## src/rtl/cbd_poly_sched_if.sv

```systemverilog
// Handshake bundle for the CBD polynomial scheduler:
// PRF word input, sampler word/result, and coefficient RAM writes.
interface cbd_poly_sched_if;
  logic [63:0]  word_in;
  logic         word_valid;
  logic         word_ready;
  logic [63:0]  samp_word;
  logic [191:0] samp_coef;
  logic         coef_wr_en;
  logic [7:0]   coef_wr_addr;
  logic [47:0]  coef_wr_data;

  modport master (
    input  word_in, word_valid, samp_coef,
    output word_ready, samp_word,
    output coef_wr_en, coef_wr_addr, coef_wr_data
  );

  modport slave (
    output word_in, word_valid, samp_coef,
    input  word_ready, samp_word,
    input  coef_wr_en, coef_wr_addr, coef_wr_data
  );
endinterface

```

## src/rtl/cbd_poly_sched.sv

```systemverilog
// Sequences the eta=2 CBD sampler: fetch one PRF word, then drain
// its 16 coefficients as four reduced 4-coefficient RAM writes.
module cbd_poly_sched #(
  parameter int Q              = 3329,
  parameter int COEF_W         = 12,
  parameter int WORDS_PER_POLY = 16
) (
  input  logic       clk,
  input  logic       reset,
  input  logic       start,
  input  logic [2:0] num_poly,
  output logic       busy,
  output logic       done,
  output logic       err,
  cbd_poly_sched_if.master bus
);

  localparam logic [1:0] S_IDLE  = 2'd0;
  localparam logic [1:0] S_FETCH = 2'd1;
  localparam logic [1:0] S_WRITE = 2'd2;
  localparam logic [1:0] S_DONE  = 2'd3;

  localparam int LANE_W = 4 * COEF_W;
  // Negative raw r maps to r + Q, i.e. r - (2^COEF_W - Q) mod 2^COEF_W.
  localparam logic [COEF_W-1:0] NEG_OFS =
    COEF_W'((1 << COEF_W) - Q);
  localparam logic [COEF_W-1:0] MINUS2 =
    COEF_W'((1 << COEF_W) - 2);
  localparam logic [3:0] LAST_WORD = 4'(WORDS_PER_POLY - 1);

  logic [1:0]  state_q, state_d;
  logic [2:0]  num_q, num_d;
  logic [2:0]  poly_q, poly_d;
  logic [3:0]  word_q, word_d;
  logic [5:0]  grp_q, grp_d;
  logic [1:0]  lane_q, lane_d;
  logic [63:0] samp_q, samp_d;
  logic        err_q, err_d;

  logic [LANE_W-1:0] lane_w;
  logic [LANE_W-1:0] red;
  logic              bad;
  logic [2:0]        poly_inc;

  assign lane_w   = bus.samp_coef[LANE_W*lane_q +: LANE_W];
  assign poly_inc = poly_q + 3'd1;

  // Reduce the selected lane into [0, Q-1] and flag out-of-range samples.
  always_comb begin : reduce
    logic [COEF_W-1:0] raw;
    raw = '0;
    red = '0;
    bad = 1'b0;
    for (int k = 0; k < 4; k++) begin
      raw = lane_w[COEF_W*k +: COEF_W];
      red[COEF_W*k +: COEF_W] =
        raw[COEF_W-1] ? raw - NEG_OFS : raw;
      bad = bad | ((raw > COEF_W'(2)) && (raw < MINUS2));
    end
  end

  // Job sequencing: word fetch, four lane writes, poly/word counting.
  always_comb begin
    state_d = state_q;
    num_d   = num_q;
    poly_d  = poly_q;
    word_d  = word_q;
    grp_d   = grp_q;
    lane_d  = lane_q;
    samp_d  = samp_q;
    err_d   = err_q;
    unique case (state_q)
      S_IDLE: begin
        if (start) begin
          err_d = 1'b0;
          if (num_poly == 3'd0) begin
            state_d = S_DONE;
          end else begin
            num_d   = (num_poly > 3'd4) ? 3'd4 : num_poly;
            poly_d  = '0;
            word_d  = '0;
            grp_d   = '0;
            state_d = S_FETCH;
          end
        end
      end
      S_FETCH: begin
        if (bus.word_valid) begin
          samp_d  = bus.word_in;
          lane_d  = '0;
          state_d = S_WRITE;
        end
      end
      S_WRITE: begin
        grp_d  = grp_q + 6'd1;
        lane_d = lane_q + 2'd1;
        if (bad) err_d = 1'b1;
        if (lane_q == 2'd3) begin
          state_d = S_FETCH;
          if (word_q == LAST_WORD) begin
            word_d = '0;
            grp_d  = '0;
            poly_d = poly_inc;
            if (poly_inc == num_q) state_d = S_DONE;
          end else begin
            word_d = word_q + 4'd1;
          end
        end
      end
      S_DONE: state_d = S_IDLE;
      default: state_d = S_IDLE;
    endcase
  end

  // State and counter registers with synchronous reset.
  always_ff @(posedge clk) begin
    if (reset) begin
      state_q <= S_IDLE;
      num_q   <= '0;
      poly_q  <= '0;
      word_q  <= '0;
      grp_q   <= '0;
      lane_q  <= '0;
      samp_q  <= '0;
      err_q   <= 1'b0;
    end else begin
      state_q <= state_d;
      num_q   <= num_d;
      poly_q  <= poly_d;
      word_q  <= word_d;
      grp_q   <= grp_d;
      lane_q  <= lane_d;
      samp_q  <= samp_d;
      err_q   <= err_d;
    end
  end

  assign busy   = (state_q == S_FETCH) || (state_q == S_WRITE);
  assign done   = (state_q == S_DONE);
  assign err    = err_q;

  assign bus.word_ready   = (state_q == S_FETCH);
  assign bus.samp_word    = samp_q;
  assign bus.coef_wr_en   = (state_q == S_WRITE);
  assign bus.coef_wr_addr = {poly_q[1:0], grp_q};
  assign bus.coef_wr_data = bus.coef_wr_en ? red : '0;

endmodule

```

## src/flat_wrapper.sv

```systemverilog
// flat-port wrapper written by rule: the top's interface ports become plain ports
module cbd_poly_sched_flat 
#(
  parameter int Q              = 3329,
  parameter int COEF_W         = 12,
  parameter int WORDS_PER_POLY = 16
)
  (clk, reset, start, num_poly, busy, done, err, bus_word_in, bus_word_valid, bus_samp_coef, bus_word_ready, bus_samp_word, bus_coef_wr_en, bus_coef_wr_addr, bus_coef_wr_data);
  cbd_poly_sched_if bus_i ();
  input  logic clk;
  input  logic reset;
  input  logic start;
  input  logic [2:0] num_poly;
  output logic busy;
  output logic done;
  output logic err;
  input wire logic [$bits(bus_i.word_in)-1:0] bus_word_in;
  input wire logic [$bits(bus_i.word_valid)-1:0] bus_word_valid;
  input wire logic [$bits(bus_i.samp_coef)-1:0] bus_samp_coef;
  output wire logic [$bits(bus_i.word_ready)-1:0] bus_word_ready;
  output wire logic [$bits(bus_i.samp_word)-1:0] bus_samp_word;
  output wire logic [$bits(bus_i.coef_wr_en)-1:0] bus_coef_wr_en;
  output wire logic [$bits(bus_i.coef_wr_addr)-1:0] bus_coef_wr_addr;
  output wire logic [$bits(bus_i.coef_wr_data)-1:0] bus_coef_wr_data;
  assign bus_i.word_in = bus_word_in;
  assign bus_i.word_valid = bus_word_valid;
  assign bus_i.samp_coef = bus_samp_coef;
  assign bus_word_ready = bus_i.word_ready;
  assign bus_samp_word = bus_i.samp_word;
  assign bus_coef_wr_en = bus_i.coef_wr_en;
  assign bus_coef_wr_addr = bus_i.coef_wr_addr;
  assign bus_coef_wr_data = bus_i.coef_wr_data;
  cbd_poly_sched #(.Q(Q), .COEF_W(COEF_W), .WORDS_PER_POLY(WORDS_PER_POLY)) u_core (.clk(clk), .reset(reset), .start(start), .num_poly(num_poly), .busy(busy), .done(done), .err(err), .bus(bus_i));
endmodule
```

## config.mk

```make
export PLATFORM = sky130hd
export DESIGN_NAME = cbd_poly_sched_flat
export DESIGN_NICKNAME = d
export VERILOG_FILES = /design/src/rtl/cbd_poly_sched_if.sv /design/src/rtl/cbd_poly_sched.sv /design/src/flat_wrapper.sv
export SDC_FILE = /design/constraint.sdc
export NUM_CORES = 1
export LEC_CHECK = 0
export BUFFER_PORTS_ARGS = -buffer_cell sky130_fd_sc_hd__buf_2
export CAP_MARGIN = 20
export CORE_AREA = 2 2 151 153
export CTS_BUF_LIST = sky130_fd_sc_hd__clkbuf_4 sky130_fd_sc_hd__clkbuf_8 sky130_fd_sc_hd__clkbuf_16
export CTS_CLUSTER_DIAMETER = 200
export CTS_CLUSTER_SIZE = 28
export DETAILED_ROUTE_END_ITERATION = 10
export DIE_AREA = 0 0 153 155
export PLACE_DENSITY = 0.59
export SLEW_MARGIN = 0
export SYNTH_ARGS = -nofsm -noshare
export SYNTH_HDL_FRONTEND = slang
export SYNTH_SLANG_ARGS = --single-unit
```

## constraint.sdc

```tcl
create_clock -name clk -period 5.35 [get_ports clk]
set_input_delay 0.535 -clock clk [delete_from_list [all_inputs] [get_ports clk]]
set_output_delay 0.535 -clock clk [all_outputs]
set_load 0.02 [all_outputs]
```

==> results.toml, run 1 <==
[route]
dr.first_iter.drc_count = 288
ant_nets = 0
via_per_inst = 5.01
avgRoutedWirePerCell_microns = 17.5
drc = 0
vias = 6783
firstDrtPassIters = 6
finalWirelength_microns = 23700

[synthesis]
netlist_top_cells_area = "dfxtp_1 (29%), mux4_2 (18%), nand2_1 (11%)"
synth.yosys.warnings = 0
synth-main-ff-cell = "dfxtp_1"
post_synth.cell_area_avg_sq_um = 8.43
yosysTopAreaCell = "dfxtp_1"
ys_seq_area_frac = 0.290
synth_nets = 975
netlist_area_sq_um = 5860
async_flop_share = 0
synth_top_area_frac = 0.290
synth_cells = 695
synth_enable_flop_cells = 0
synth-seq-cells = 85
ys_types = 54

[pwr]
finalPower_mw = 2.89
irDropWorstVdd_mv = 0.184
p_per_area_nw_per_um2 = 348
leakage_nw = 3.74

[cells_and_area]
fin_nets = 1334
fin_cells = 1354
drive_above_1_share = 0.443
fin_area_sq_um = 8300
synthToLayoutAreaGrowth_pct = 41.7
num-fill-cells = 2366

[run_status]
status = "finished, final reports clean"

[floorplan]
core_sq_um = 22200
die_h_microns = 155
num_rows = 55
io_pins = 388
die-area_sq_um = 23700
initial_utilization = 0.264
fp.dieW_microns = 153

[clock_network]
cts_max_level = 3
clk_pin_slew_ns = 0.07
cts_hold_buf = 0
cts_tree = "built"
clk_latency_ns = 0.34
cts_setup_buffers = 0
clock_sinks = 85
post_cts_resize_count = 0
cts_buffer_depth = 2
cts-root-buf = "clkbuf_16"
cts_buffers = 9

[worst_hold_path]
hold_class = "primary input to flop"

[timing]
skew_ns = 0.0102
slew_headroom = 0.347
worst_slew_pin_slew_ns = 0.979
hold_viol = 0
finalCritPeriodShare = 0.679
slew_violations = 0
setup_ws_ns = 1.72
period_minus_slack_ns = 3.63
setup_tns_ns = 0
clock.fmax_mhz = 275
setup-violations-final = 0
rsz0062_at_grt = "false"

[global_routing]
grt.overflow.total = 0
antenna_found_initial = 10
grt_max_degree = 65
grt_pass1_wl_microns = 36100
grt_pass1_vias = 6562
grt_usage = 0.192

[setup_path]
critPathMaxFanout = 31
setup.worst_path.end_class = "output pin"
cp.required_ns = 4.82
cp-start-kind = "flop"
worstPathArrival_ns = 3.10
timing_worst_setup_path_type = "flop to output pin"

[placement]
gp_congestion = 0.919
placed_cell_area_sq_um = 7950
dp.cells = 1328
dpl.hpwl_microns = 19000
dp_slack_ns = 2.10
port_buffers = 387

[run]
cap_viol_max_count = 0
## Yosys cell counts (5+ instances only)
library cell  instances
a21oi_1              87
xor2_1               24
inv_1                19
buf_4                 5
nand3_1               8
clkbuf_1             26
o21ai_0              16
dfxtp_1              85
nor2_1               49
mux2i_1               9
o31ai_1               6
nand4_1              18
nand2b_1              6
or3_1                 8
buf_2                 5
nor4_1                6
mux4_2               48
nand2_1             169
ha_1                 17
nor3_1               12
and2_1                6
xnor2_1              11
## worst max-delay path: stages (launching register included)
cell,delay (ns)
dfxtp_2,0.87
buf_4,0.41
mux4_2,0.35
nand4_4,0.17
o31ai_1,0.45
a21oi_1,0.13
a31o_2,0.22
buf_2,0.16
## sequential cells by signal, indices dropped and copies added (netlist names)
| signal | flops |
|---|---|
| u_core.err | 1 |
| u_core.state_q | 2 |
| u_core.bus.samp_word | 64 |
| u_core.word_q | 4 |
| u_core.num_q | 3 |
| u_core.poly_q | 3 |
| u_core.lane_q | 2 |
| u_core.grp_q | 6 |
## cell type report
type / count / area [sq um] / area share
Clock inverter: 7 / 103 / 0.0124
Antenna cell: 10 / 25.0 / 0.00301
Clock buffer: 9 / 225 / 0.0271
Timing Repair Buffer: 393 / 1980 / 0.239
Sequential cell: 85 / 1710 / 0.206
Multi-Input combinational cell: 546 / 3830 / 0.462
Inverter: 19 / 71.3 / 0.00859
Tap cell: 285 / 357 / 0.0429
## path summary, 6_finish.rpt
kind / slack [ns] / depth (start not counted) / startpoint / end
worst max-delay path: 1.72 / 7 / u_core.lane_q[1] / bus_coef_wr_data[33]
worst min-delay path: 0.43 / 3 / bus_word_in[52] / u_core.bus.samp_word[52]
worst max register to register: 2.50 / 9 / u_core.lane_q[1] / u_core.err
worst min register to register: 0.45 / 2 / u_core.bus.samp_word[32] / u_core.bus.samp_word[32]
## report_power, final
part           internal (mW)  total (mW)  switching [mW]
registers              0.718       0.821           0.104
clock network          0.416       0.691           0.275
logic                  0.529        1.38           0.851
total                   1.66        2.89            1.23
## cells in the final DEF (no fill, tap or decap), types with 12 or more instances in the layout
| master | synthesis | layout |
|---|---|---|
| nand2_1 | 169 | 168 |
| nor3_1 | 12 | 12 |
| o21ai_0 | 16 | 16 |
| xor2_1 | 24 | 24 |
| ha_1 | 17 | 17 |
| mux4_2 | 48 | 48 |
| dfxtp_1 | 85 | 83 |
| buf_2 | 5 | 387 |
| nand4_1 | 18 | 18 |
| a21oi_1 | 87 | 87 |
| nor2_1 | 49 | 49 |
| inv_1 | 19 | 19 |
## stage by stage
stage,hold slack [ns],utilization
after global routing,0.424,0.373
after floorplan,0.444,-
final,0.431,0.374
after detailed placement,0.443,0.358
after CTS,0.412,0.372
after global placement,0.439,0.358
## layer usage
| layer | up-vias | GRT usage | routed length [microns] | share of wire |
|---|---|---|---|---|
| met4 | 0 | 0.0697 | 622 | 0.026 |
| met2 | 373 | 0.325 | 11400 | 0.48 |
| met5 | - | 0 | 0 | 0 |
| met3 | 33 | 0.0691 | 2470 | 0.10 |
| li1 | 3219 | - | - | - |
| met1 | 3158 | 0.224 | 9210 | 0.39 |
## kinds of logic (layout without fill, tap and decap cells)
family          Yosys count  after routing  synth area share
simple gates            305            305             0.237
buf+inv                  64            428            0.0559
fa+ha+maj                17             17            0.0363
other cells               0             10                 0
flops                    85             85             0.290
mux                      57             57             0.200
compound gates          132            132             0.128
xor+xnor                 35             35            0.0523
No activity file was read; power rests on OpenSTA's default activity.
==> run 2: changes to the inputs <==
--- a/config.mk
+++ b/config.mk
@@ -7,13 +7,13 @@
 export LEC_CHECK = 0
 export BUFFER_PORTS_ARGS = -buffer_cell sky130_fd_sc_hd__buf_2
 export CAP_MARGIN = 20
-export CORE_AREA = 2 2 151 153
+export CORE_AREA = 2 2 150 152
 export CTS_BUF_LIST = sky130_fd_sc_hd__clkbuf_4 sky130_fd_sc_hd__clkbuf_8 sky130_fd_sc_hd__clkbuf_16
 export CTS_CLUSTER_DIAMETER = 200
 export CTS_CLUSTER_SIZE = 28
 export DETAILED_ROUTE_END_ITERATION = 10
-export DIE_AREA = 0 0 153 155
-export PLACE_DENSITY = 0.59
+export DIE_AREA = 0 0 152 154
+export PLACE_DENSITY = 0.62
 export SLEW_MARGIN = 0
 export SYNTH_ARGS = -nofsm -noshare
 export SYNTH_HDL_FRONTEND = slang
==> constraint.sdc (replaced) <==
create_clock -name clk -period 3.3 [get_ports clk]
set_input_delay 0.33 -clock clk [delete_from_list [all_inputs] [get_ports clk]]
set_output_delay 0.33 -clock clk [all_outputs]
set_load 0.02 [all_outputs]
==> results.toml, run 2 (synthesis results as in run 1) <==
[setup_path]
crit_family = "flip-flops"
path_cells = "buf_12 > mux4_2 > nand4_1 > nor3_1 > o21ai_0 > a211oi_1 > buf_2"
slowest_delay_ns = 0.71
critPathBufInv = 2
critPathMaxFanout = 25
r2r_cells = 9
r2r_end = "u_core.err"
reg2reg_slack_ns = 0.73
cp-start-kind = "flop"
timing_worst_setup_path_type = "flop to output pin"
r2r-start = "u_core.lane_q[0]"
cp.required_ns = 2.97
worstPathArrival_ns = 2.75
setup.worst_path.end_class = "output pin"
critical_path.slowest_cell = "dfxtp_2"

[timing]
setup_tns_ns = 0
rsz0062_at_grt = "false"
finalCritPeriodShare = 0.933
period_minus_slack_ns = 3.08
setup-violations-final = 0
hold_viol = 0
skew_ns = 0.00680
worst_slew_pin_slew_ns = 0.736
setup_ws_ns = 0.222
slew_violations = 0
clock.fmax_mhz = 325
slew_headroom = 0.504

[cells_and_area]
layout_commonest_cell = "buf_2"
drive_above_1_share = 0.447
fin_nets = 1342
largest_reg_flops = 64
fin_util = 0.386
synthToLayoutAreaGrowth_pct = 42.8
fin_area_sq_um = 8370
final_cell_mix = "buf_2 (387), nand2_1 (168), a21oi_1 (87), dfxtp_1 (83), nor2_1 (49)"

[clock_network]
clock_sinks = 85
clk_latency_ns = 0.34
cts_setup_buffers = 0
post_cts_resize_count = 0
cts-root-buf = "clkbuf_16"
clk_pin_slew_ns = 0.07
cts_buffer_depth = 2
cts_tree = "built"
cts_hold_buf = 0
cts_buffers = 9
cts_max_level = 3

[pwr]
irDropWorstVdd_mv = 0.384
finalPower_mw = 4.70
leakage_nw = 3.78
p_per_area_nw_per_um2 = 561

[global_routing]
grt_pass1_wl_microns = 36000
antenna_found_initial = 6
grt_util_met2 = 0.334
grt_use_met1 = 0.224
grt_usage = 0.193
grt-busiest-layer = "met2"
grt_pass1_vias = 6500
met3_usage = 0.0482
grt.overflow.total = 0
grt_max_degree = 65

[floorplan]
initial_utilization = 0.270
io_pins = 388
die_h_microns = 154
die-area_sq_um = 23400
core_sq_um = 21700
num_rows = 54
fp.dieW_microns = 152

[placement]
port_buffers = 387
dp_slack_ns = 0.601
dpl.hpwl_microns = 19100
placed_cell_area_sq_um = 8040
gp_congestion = 0.956

[route]
dr.first_iter.drc_count = 338
avgRoutedWirePerCell_microns = 17.5
via_per_inst = 5.04
vias = 6809
finalWirelength_microns = 23700
drc = 0
firstDrtPassIters = 4
ant_nets = 0

[worst_hold_path]
hold_end = "u_core.bus.samp_word[46]"
hold_class = "primary input to flop"
hold_start = "bus_word_in[46]"
hold_path_depth = 3

[run]
cap_viol_max_count = 0

[run_status]
status = "finished, final reports clean"
run 2: cell count changes in the layout (fill, tap and decap cells not counted), sizes merged:
| cell | previous run | this run |
|---|---|---|
| buf | 393 | 401 |
| bufinv | 2 | 1 |
| clkbuf | 9 | 10 |
| clkinv | 2 | 1 |
| clkinvlp | 0 | 1 |
| diode | 10 | 5 |
run 2: per-stage QoR:
step,instances,hold slack (ns)
floorplan,695,0.444
global placement,1331,0.438
detailed placement,1331,0.444
CTS,1347,0.207
global route,1352,0.218
finish,1352,0.220
run 2: worst reg2reg max path: cells and delay by family, from the launching register on:
kind,cells,cell delay [ns]
adders and majority gates,1,0.15
DFF,1,0.56
buffers and inverters,3,0.43
AOI/OAI and AO/OA,2,0.33
muxes,2,0.83
and+or+nand+nor,1,0.15
run 2: worst max-delay path by stage:
stage	start	end	slack, ns	depth (start not counted)
after floorplan	u_core.lane_q[0]	bus_coef_wr_data[34]	0.76	9
after global placement	u_core.lane_q[0]	bus_coef_wr_data[34]	0.62	8
after detailed placement	u_core.lane_q[0]	bus_coef_wr_data[34]	0.60	8
after CTS	u_core.lane_q[0]	bus_coef_wr_data[34]	0.22	8
after global routing	u_core.lane_q[1]	bus_coef_wr_data[47]	0.07	7
final	u_core.lane_q[1]	bus_coef_wr_data[47]	0.22	7
run 2: final cells by class:
type                            instances  area, sq um
Antenna cell                            5         12.5
Clock buffer                           10          239
Clock inverter                          6         75.1
Fill cell                            2287        13300
Inverter                               19         71.3
Multi-Input combinational cell        546         3830
Sequential cell                        85         1710
Tap cell                              280          350
Timing Repair Buffer                  401         2080
run 2: power breakdown:
part | switching [mW] | internal (mW) | total (mW)
Sequential | 0.109 | 1.16 | 1.27
Combinational | 1.45 | 0.899 | 2.35
Clock | 0.455 | 0.620 | 1.07
run 2: metal layers:
layer	part of all wire	vias to the layer above	wire, microns
li1	-	3215	-
met1	0.39	3188	9260
met2	0.49	355	11500
met3	0.083	49	1960
met4	0.040	2	954
met5	0.00051	-	12
